<file path="src/rtl/uart_pkg.sv">
// Shared types and helpers for the streaming UART transmitter.
package uart_pkg;

   typedef enum logic [2:0] {
      IDLE   = 3'd0,
      START  = 3'd1,
      DATA   = 3'd2,
      PARITY = 3'd3,
      STOP   = 3'd4
   } tx_state_e;

   typedef enum logic [1:0] {
      NONE = 2'd0,
      EVEN = 2'd1,
      ODD  = 2'd2
   } parity_e;

   typedef struct packed {
      logic [1:0]  cnt;
      logic [31:0] dat;
   } tx_word_t;

   localparam int WORD_W = $bits(tx_word_t);

   // XOR of the low nbits of a character, inverted for odd parity.
   function automatic logic char_parity(input logic [7:0] ch, input int nbits, input logic odd);
      logic acc;
      acc = odd;
      for (int i = 0; i < 8; i++) begin
         if (i < nbits) acc = acc ^ ch[i];
         else           acc = acc;
      end
      return acc;
   endfunction

endpackage

</file>
<file path="src/rtl/sync_fifo.sv">
// Synchronous FIFO; full/empty are derived only from the registered occupancy,
// so a same-cycle pop never frees room for a write into a full FIFO.
module sync_fifo #(
   parameter int WIDTH = 34,
   parameter int DEPTH = 8
) (
   input  logic                     clk,
   input  logic                     rst,
   input  logic                     push,
   input  logic [WIDTH-1:0]         din,
   input  logic                     pop,
   output logic [WIDTH-1:0]         dout,
   output logic                     full,
   output logic                     empty,
   output logic [$clog2(DEPTH):0]   level
);
   localparam int AW = $clog2(DEPTH);

   logic [WIDTH-1:0] mem_r [DEPTH];
   logic [AW-1:0]    wr_ptr_r;
   logic [AW-1:0]    rd_ptr_r;
   logic [AW:0]      level_r;
   logic             do_push_s;
   logic             do_pop_s;

   assign full      = (level_r == (AW+1)'(DEPTH));
   assign empty     = (level_r == '0);
   assign do_push_s = push & ~full;
   assign do_pop_s  = pop & ~empty;
   assign dout      = mem_r[rd_ptr_r];
   assign level     = level_r;

   // Pointer and occupancy bookkeeping; pointers wrap naturally at DEPTH.
   always_ff @(posedge clk) begin
      if (rst) begin
         wr_ptr_r <= '0;
         rd_ptr_r <= '0;
         level_r  <= '0;
      end else begin
         if (do_push_s) wr_ptr_r <= wr_ptr_r + 1'b1;
         if (do_pop_s)  rd_ptr_r <= rd_ptr_r + 1'b1;
         case ({do_push_s, do_pop_s})
            2'b10:   level_r <= level_r + 1'b1;
            2'b01:   level_r <= level_r - 1'b1;
            default: level_r <= level_r;
         endcase
      end
   end

   // Storage array (data contents need no reset).
   always_ff @(posedge clk) begin
      if (do_push_s) mem_r[wr_ptr_r] <= din;
   end

endmodule

</file>
<file path="src/rtl/uart_tx_stream.sv">
// Streaming UART transmitter: 32-bit words carrying 1..4 characters are buffered
// in a FIFO and serialized LSB-first with optional parity and one or two stop bits.
module uart_tx_stream
   import uart_pkg::*;
#(
   parameter int BAUD_DIV   = 54,
   parameter int FIFO_DEPTH = 8,
   parameter int DATA_BITS  = 8
) (
   input  logic                          clk,
   input  logic                          Rst,
   input  logic                          wr_en,
   input  logic [31:0]                   wr_dat,
   input  logic [1:0]                    wr_bytes,
   input  logic [1:0]                    parity_mode,
   input  logic                          stop2,
   output logic                          wr_rdy,
   output logic                          wr_ack,
   output logic                          ovf,
   output logic                          tx,
   output logic                          busy,
   output logic [$clog2(FIFO_DEPTH):0]   level
);
   localparam logic [15:0] BAUD_LAST = 16'(BAUD_DIV - 1);
   localparam logic [2:0]  LAST_BIT  = 3'(DATA_BITS - 1);

   tx_state_e   state_r;
   logic [15:0] baud_cnt_r;
   logic [2:0]  bit_idx_r;
   logic [1:0]  char_idx_r;
   logic [1:0]  last_char_r;
   logic [31:0] word_r;
   logic        par_en_r, par_odd_r, stop2_r, stop_cnt_r;
   logic        tx_r, wr_ack_r, ovf_r;

   tx_word_t    fifo_din_s, fifo_dout_s;
   logic        fifo_full_s, fifo_empty_s, push_s, pop_s;
   logic        bit_end_s, last_stop_s, parity_bit_s;
   logic [2:0]  next_bit_s;
   logic [7:0]  cur_char_s;

   assign fifo_din_s.cnt = wr_bytes;
   assign fifo_din_s.dat = wr_dat;
   assign push_s         = wr_en & ~fifo_full_s & ~Rst;
   assign bit_end_s      = (baud_cnt_r == 16'd0);
   assign last_stop_s    = ~stop2_r | stop_cnt_r;
   assign next_bit_s     = bit_idx_r + 3'd1;
   assign cur_char_s     = word_r[{char_idx_r, 3'b000} +: 8];
   assign parity_bit_s   = char_parity(cur_char_s, DATA_BITS, par_odd_r);

   sync_fifo #(.WIDTH(WORD_W), .DEPTH(FIFO_DEPTH)) u_fifo (
      .clk   (clk),
      .rst   (Rst),
      .push  (push_s),
      .din   (fifo_din_s),
      .pop   (pop_s),
      .dout  (fifo_dout_s),
      .full  (fifo_full_s),
      .empty (fifo_empty_s),
      .level (level)
   );

   // Pop from idle, or straight from the final stop bit of the last character.
   always_comb begin
      pop_s = 1'b0;
      if (Rst)
         pop_s = 1'b0;
      else if (state_r == IDLE)
         pop_s = ~fifo_empty_s;
      else if (state_r == STOP && bit_end_s && last_stop_s && char_idx_r == last_char_r)
         pop_s = ~fifo_empty_s;
      else
         pop_s = 1'b0;
   end

   // Serializer FSM with baud down-counter; frame options latch at pop.
   always_ff @(posedge clk) begin
      if (Rst) begin
         state_r     <= IDLE;
         baud_cnt_r  <= BAUD_LAST;
         bit_idx_r   <= 3'd0;
         char_idx_r  <= 2'd0;
         last_char_r <= 2'd0;
         word_r      <= 32'd0;
         par_en_r    <= 1'b0;
         par_odd_r   <= 1'b0;
         stop2_r     <= 1'b0;
         stop_cnt_r  <= 1'b0;
         tx_r        <= 1'b1;
      end else if (pop_s) begin
         state_r     <= START;
         baud_cnt_r  <= BAUD_LAST;
         word_r      <= fifo_dout_s.dat;
         last_char_r <= fifo_dout_s.cnt - 2'd1;
         char_idx_r  <= 2'd0;
         stop_cnt_r  <= 1'b0;
         stop2_r     <= stop2;
         tx_r        <= 1'b0;
         case (parity_e'(parity_mode))
            EVEN:    begin par_en_r <= 1'b1; par_odd_r <= 1'b0; end
            ODD:     begin par_en_r <= 1'b1; par_odd_r <= 1'b1; end
            default: begin par_en_r <= 1'b0; par_odd_r <= 1'b0; end
         endcase
      end else if (state_r == IDLE) begin
         baud_cnt_r <= BAUD_LAST;
         tx_r       <= 1'b1;
      end else if (!bit_end_s) begin
         baud_cnt_r <= baud_cnt_r - 16'd1;
      end else begin
         baud_cnt_r <= BAUD_LAST;
         case (state_r)
            START: begin
               state_r   <= DATA;
               bit_idx_r <= 3'd0;
               tx_r      <= cur_char_s[0];
            end
            DATA: begin
               if (bit_idx_r == LAST_BIT) begin
                  if (par_en_r) begin
                     state_r <= PARITY;
                     tx_r    <= parity_bit_s;
                  end else begin
                     state_r    <= STOP;
                     stop_cnt_r <= 1'b0;
                     tx_r       <= 1'b1;
                  end
               end else begin
                  bit_idx_r <= next_bit_s;
                  tx_r      <= cur_char_s[next_bit_s];
               end
            end
            PARITY: begin
               state_r    <= STOP;
               stop_cnt_r <= 1'b0;
               tx_r       <= 1'b1;
            end
            STOP: begin
               if (!last_stop_s) begin
                  stop_cnt_r <= 1'b1;
                  tx_r       <= 1'b1;
               end else if (char_idx_r != last_char_r) begin
                  char_idx_r <= char_idx_r + 2'd1;
                  state_r    <= START;
                  tx_r       <= 1'b0;
               end else begin
                  state_r <= IDLE;
                  tx_r    <= 1'b1;
               end
            end
            default: begin
               state_r <= IDLE;
               tx_r    <= 1'b1;
            end
         endcase
      end
   end

   // Write acknowledge / overflow strobes, one cycle after the attempt.
   always_ff @(posedge clk) begin
      if (Rst) begin
         wr_ack_r <= 1'b0;
         ovf_r    <= 1'b0;
      end else begin
         wr_ack_r <= push_s;
         ovf_r    <= wr_en & fifo_full_s;
      end
   end

   assign wr_rdy = ~fifo_full_s;
   assign wr_ack = wr_ack_r;
   assign ovf    = ovf_r;
   assign tx     = tx_r;
   assign busy   = (state_r != IDLE) | ~fifo_empty_s;

endmodule
</file>
<file path="config.mk">
export PLATFORM = sky130hd
export DESIGN_NAME = uart_tx_stream
export DESIGN_NICKNAME = d
export VERILOG_FILES = /design/src/rtl/uart_pkg.sv /design/src/rtl/sync_fifo.sv /design/src/rtl/uart_tx_stream.sv
export SDC_FILE = /design/constraint.sdc
export NUM_CORES = 1
export LEC_CHECK = 0
export ABC_AREA = 0
export ABC_CLOCK_PERIOD_IN_PS = 5730
export CAP_MARGIN = 20
export CORE_ASPECT_RATIO = 0.8
export CORE_MARGIN = 2
export CORE_UTILIZATION = 40
export CTS_CLUSTER_DIAMETER = 150
export CTS_CLUSTER_SIZE = 40
export DETAILED_ROUTE_END_ITERATION = 12
export PLACE_DENSITY = 0.64
export SYNTH_ARGS = -nofsm -noshare
export SYNTH_HDL_FRONTEND = slang
export SYNTH_SLANG_ARGS = --single-unit
</file>
<file path="constraint.sdc">
create_clock -name clk -period 5.73 [get_ports clk]
set_input_delay 1.146 -clock clk [delete_from_list [all_inputs] [get_ports clk]]
set_output_delay 1.146 -clock clk [all_outputs]
set_load 0.01 [all_outputs]
</file>
==> results of run 1 <==
-- worst min path at each step --
stage	startpoint	to	slack (ns)	cells past startpoint
floorplan	baud_cnt_r[0]$_SDFF_PP1_	baud_cnt_r[0]$_SDFF_PP1_	0.38	1
detailed placement	baud_cnt_r[0]$_SDFF_PP1_	baud_cnt_r[0]$_SDFF_PP1_	0.40	1
global placement	baud_cnt_r[0]$_SDFF_PP1_	baud_cnt_r[0]$_SDFF_PP1_	0.41	1
CTS	baud_cnt_r[0]$_SDFF_PP1_	baud_cnt_r[0]$_SDFF_PP1_	0.43	1
global route	baud_cnt_r[0]$_SDFF_PP1_	baud_cnt_r[0]$_SDFF_PP1_	0.45	1
finish	baud_cnt_r[0]$_SDFF_PP1_	baud_cnt_r[0]$_SDFF_PP1_	0.43	1
-- routing by layer --
layer  vias to the layer above  wire [um]  GRT usage, %
met4                         0        325          2.17
met3                        23        900          1.72
met2                       128      11800          23.3
met1                      3511      13200          23.1
li1                       3100          -             -
met5                         -          0             0
-- layout make-up --
cell class,instances,share of cell area [%]
clock buffers,19,2.29
clock inverters,1,0.0742
inverters,7,0.173
multi-input cells,365,25.6
flip-flops and latches,350,64.2
well taps,434,3.58
repair buffers,65,4.09
-- sequential cells by signal (all words and copies together), names as in the netlist, named ones only --
name / cells
tx: 1
char_idx_r: 2
wr_ack: 1
u_fifo.rd_ptr_r: 3
u_fifo.wr_ptr_r: 3
stop2_r: 1
state_r: 3
par_en_r: 1
bit_idx_r: 3
par_odd_r: 1
baud_cnt_r: 16
word_r: 32
u_fifo.level: 4
stop_cnt_r: 1
u_fifo.mem_r: 272
ovf: 1
last_char_r: 2
-- power groups by stage --
stage	Combinational, uW	Sequential (uW)	Clock, uW
2_1_floorplan	927	3070	0
5_1_grt	1290	3180	1260
6_report	1190	3150	1150
3_3_place_gp	1180	3210	0
3_5_place_dp	1190	3210	0
4_1_cts	1200	3160	1190
-- Yosys cell counts (6+ instances only) --
cell type,number
dfxtp_1,78
inv_1,7
o21ai_0,9
nand2b_1,10
nor2b_1,6
nor3_1,9
edfxtp_1,272
xor2_1,17
ha_1,10
o2bb2ai_1,33
clkbuf_1,17
nor2_1,42
mux2i_1,44
buf_2,17
mux4_2,75
xnor2_1,13
a21oi_1,14
nand2_1,26
-- critical path, stage by stage --
cell and delay [ns]:
clkdlybuf4s50_1 0.41, buf_4 0.21, nand2b_1 0.18, a21oi_1 0.49
nand2_1 0.35, nor2_4 0.84, buf_4 0.30
-- stage by stage --
stage          hold slack, ns  area, um^2  instances  setup slack, ns  power [uW]
6_report                0.432       15200       1241             2.03        5490
5_1_grt                 0.454       15200       1241             1.81        5730
3_3_place_gp            0.405       14800       1221             1.61        4390
4_1_cts                 0.432       15200       1241             2.03        5540
2_1_floorplan           0.384       13800        759             1.14        4000
3_5_place_dp            0.399       14800       1221             1.51        4400
-- logic make-up after synthesis --
group | Yosys count
muxes | 122
xor gates and xnor gates | 31
AOI/OAI and AO/OA | 77
DFF | 350
adders and majority gates | 10
and+or+nand+nor | 125
buffers and inverters | 44
==> flow_summary.toml, run 1 <==
[power_and_ir_drop]
p_int_uw = 3970
p_clk_share_pct = 20.9
vdd_drop_max_mv = 0.195
power_frac_seq_pct = 57.4
p_switching_uw = 1520
combPwrFrac_pct = 21.7
pwr_density_cell_mw_per_mm2 = 362
swShare_pct = 27.7
p_leak_uw = 0.00459

[global_routing]
grt_pass1_vias = 6787
antenna_found_initial = 0
grt_pass1_wl_mm = 41.0
grt-ovfl-total = 0
grt_max_degree = 42
grt_use_total_pct = 14.9

[clock_network]
clockBufferDepth = 3
cts_max_level = 1
cts_resized = 0
cts.sinks = 350
root_buffer = "clkbuf_16"
clk_pin_slew_ns = 0.14
post_cts_buffers = 0
worstSkewPairLatency_ns = 0.51
hold_buffers = 0
cts_tree = "done"
numCtsBuffers = 12

[drt]
via_per_inst = 5.45
wl_per_cell_um = 21.1
drt_iter0_markers = 538
vias = 6762
ant_nets = 0
drc = 0
finalWirelength_mm = 26.2
dr.pass1.iters = 5

[die]
die_w_um = 211
core-area_mm2 = 0.0338
start_util_pct = 40.7
die_area_mm2 = 0.0359
ios = 49
die_h_um = 170
rows = 60

[critical_path]
worstReg2RegStart = "char_idx_r[0]$_SDFFE_PP0P_"
timing.rr.end = "u_fifo.level[2]$_SDFFE_PP0P_"
ff2ff_setup_slack_ns = 2.40
crit_end = "u_fifo.mem_r[7][20]$_DFFE_PP_"
cp-start-kind = "input pin"
critical_path_class = "in -> reg"
cp-end-kind = "register"
r2r_cells = 12
cp.required_ns = 5.96
crit_fanout = 25
arrival_ns = 3.93
crit_start = "Rst"

[finish]
fillers = 2923
areaGrowthSynthToFinish_pct = 10.3
finalNetCount = 851
antenna_cells = 0
final_common_cell = "edfxtp_1"
multi_input_area_mm2 = 0.00388
post-route-util_pct = 44.9
final_cell_mix = "edfxtp_1, mux4_2, dfxtp_1"
drive_gt1_share_pct = 15.6
seqCellArea_mm2 = 0.00974

[timing]
final-hold-violation-count = 0
rsz0062_at_grt = "no"
period_minus_slack_ns = 3.70
drv_slew = 0
tightest_slew_ns = 0.977
min_period_over_period_pct = 64.6
max_slew_margin_pct = 34.6
fmax_mhz = 270
finalSetupViolations = 0
final.setup_skew_ns = 0.0157
fin_setup_tns_ns = 0

[synthesis]
synth_top_family_by_area = "multiplexers"
synth_top_area_share_pct = 59.4
synth-seq-cells = 350
synth-simple-area-share_pct = 4.64
syn_nets = 809
synth_area_mm2 = 0.0138
synth_flop_cell = "edfxtp_1"
synth_area_leader_cell = "edfxtp_1"
yosysWarnings = 0
syn_inst = 759
synth-edff-count = 272
synthArstFlopShare_pct = 0
ys_types = 51
synth_compound_area_share_pct = 4.19
synth.area.mux_share_pct = 16.0
synth.area.top_cells = "edfxtp_1, mux4_2, dfxtp_1"
synth_adder_area_share_pct = 0.910
synth_seq_area_share_pct = 70.7
synth.avg_cell_area_um2 = 18.1
yosys.area_share.xor_xnor_pct = 2.07

[flow_run]
cap_violations = 0

[placed_design]
place_congestion = 0.785
dp_hpwl_mm = 16.1
io_buffers = 48

[worst_hold_path]
hp-class = "reg -> reg"

[status]
status = "completed"
Note: power is estimated with default switching activity, not from simulation.
==> run 2: changes to the inputs <==
Settings changed: ABC_CLOCK_PERIOD_IN_PS 5730 to 3000, PLACE_DENSITY 0.64 to 0.66.
Clock period 5.73 ns to 3 ns, I/O delays scaled along.
==> flow_summary.toml, run 2 (synthesis gave the netlist of run 1 again) <==
[drt]
vias = 6796
drt_iter0_markers = 592
finalWirelength_mm = 26.3
via_per_inst = 5.40
drc = 0
ant_nets = 0
dr.pass1.iters = 5
wl_per_cell_um = 20.9

[finish]
seqCellArea_mm2 = 0.00974
largest_registers = "u_fifo.mem_r: 272 flops, word_r: 32 flops, baud_cnt_r: 16 flops"
final_cell_area_mm2 = 0.0155
multi_input_area_mm2 = 0.00392
finalNetCount = 869
post-route-util_pct = 45.8
largest_register = "u_fifo.mem_r"
final_common_cell = "edfxtp_1"
stdcell_count = 1259
antenna_cells = 0
areaGrowthSynthToFinish_pct = 12.5
fillers = 2865
largest_reg_flops = 272
drive_gt1_share_pct = 17.7
final_cell_mix = "edfxtp_1, mux4_2, dfxtp_1"

[placed_design]
dp_hpwl_mm = 16.4
dp.cells = 1239
placed_cell_area_mm2 = 0.0151
io_buffers = 48
dp_slack_ns = 0.148
place_congestion = 0.826

[global_routing]
grt_use_total_pct = 15.0
grt_max_degree = 69
grt-ovfl-total = 0
grt_pass1_vias = 6719
antenna_found_initial = 0
grt_pass1_wl_mm = 41.0

[die]
die_w_um = 211
start_util_pct = 40.7
core-area_mm2 = 0.0338
die_h_um = 170
die_area_mm2 = 0.0359
rows = 60
ios = 49

[worst_hold_path]
min_from = "baud_cnt_r[0]$_SDFF_PP1_"
hp-class = "reg -> reg"
worstHoldPathCells = 1
min_to = "baud_cnt_r[0]$_SDFF_PP1_"

[critical_path]
arrival_ns = 3.26
worstReg2RegStart = "state_r[2]$_SDFFE_PP0P_"
critical_path_class = "reg -> reg"
worst-path-buf-inv = 1
r2r_cells = 12
timing.rr.end = "u_fifo.level[2]$_SDFFE_PP0P_"
crit_fanout = 8
cp.required_ns = 3.46
cp-start-kind = "register"
cp-end-kind = "register"
cpPeakStageDelay_ns = 0.49
crit_chain = "nor2b_1 > nand3b_1 > nor4_4 > o21ai_2 > inv_1 > ha_1 > xor2_1 > ha_1 > a21oi_1 > xor2_1 > or3_1 > a21oi_1"
crit_slowest_cell = "dfxtp_1"
cpLargestDelayFamily = "simple AND/OR/NAND/NOR gates"
ff2ff_setup_slack_ns = 0.20

[clock_network]
cts.sinks = 350
cts_tree = "done"
numCtsBuffers = 12
cts_max_level = 1
worstSkewPairLatency_ns = 0.51
clk_pin_slew_ns = 0.14
root_buffer = "clkbuf_16"
clockBufferDepth = 3

[power_and_ir_drop]
pwr_density_cell_mw_per_mm2 = 680
vdd_drop_max_mv = 0.476
p_leak_uw = 0.00471

[timing]
tightest_slew_ns = 0.676
min_period_over_period_pct = 93.4
drv_slew = 0
final-hold-violation-count = 0
period_minus_slack_ns = 2.80
setup_ws_ns = 0.199
fin_setup_tns_ns = 0
max_slew_margin_pct = 54.5
fmax_mhz = 357
final.setup_skew_ns = 0.0234
finalSetupViolations = 0

[status]
status = "completed"

[flow_run]
cap_violations = 0
==> run 2: cell count changes in the layout (fill, tap and decap cells not counted), sizes merged <==
cell	change
buf	+18
==> run 2: worst max path at each step <==
stage / to / depth (start not counted) / from / slack (ns)
global placement: u_fifo.level[2]$_SDFFE_PP0P_ / 11 / Rst / 0.16
floorplan: u_fifo.mem_r[6][0]$_DFFE_PP_ / 5 / u_fifo.level[1]$_SDFFE_PP0P_ / -0.14
finish: u_fifo.level[2]$_SDFFE_PP0P_ / 12 / state_r[2]$_SDFFE_PP0P_ / 0.20
global route: u_fifo.level[2]$_SDFFE_PP0P_ / 12 / state_r[2]$_SDFFE_PP0P_ / -0.01
CTS: u_fifo.level[2]$_SDFFE_PP0P_ / 12 / baud_cnt_r[4]$_SDFF_PP1_ / 0.18
detailed placement: u_fifo.level[2]$_SDFFE_PP0P_ / 11 / Rst / 0.15
==> run 2: per-layer routing <==
metal / share of wire [%] / vias to the layer above / GRT usage [%]
met5: 0 / - / 0
met4: 1.0 / 0 / 1.99
met3: 3.4 / 18 / 1.79
met2: 46 / 111 / 23.2
met1: 50 / 3536 / 23.3
li1: - / 3131 / -
==> run 2: cell type report <==
class | instances | area share [%]
flip-flops and latches | 350 | 62.9
multi-input cells | 365 | 25.3
well taps | 434 | 3.51
clock buffers | 19 | 2.25
repair buffers | 83 | 5.77
inverters | 7 | 0.170
clock inverters | 1 | 0.0728
==> run 2: through the flow <==
step,total power (uW),hold WS [ns]
global route,11000,0.477
global placement,8460,0.393
detailed placement,8470,0.407
floorplan,7630,0.384
finish,10500,0.439
CTS,10600,0.443
==> run 2: power by group <==
| part | internal, uW | total, uW | leakage (uW) | switching (uW) |
|---|---|---|---|---|
| logic | 1230 | 2430 | 0.00145 | 1210 |
| clock network | 829 | 2170 | 0.000173 | 1340 |
| registers | 5580 | 5920 | 0.00309 | 343 |
| total | 7640 | 10500 | 0.00471 | 2890 |
==> run 2: timing repair <==
item | in CTS | in global routing
hold buffers | 0 | 0
setup endpoints to repair | 0 | 2
resized for setup | 0 | 3
setup buffers | 0 | 0
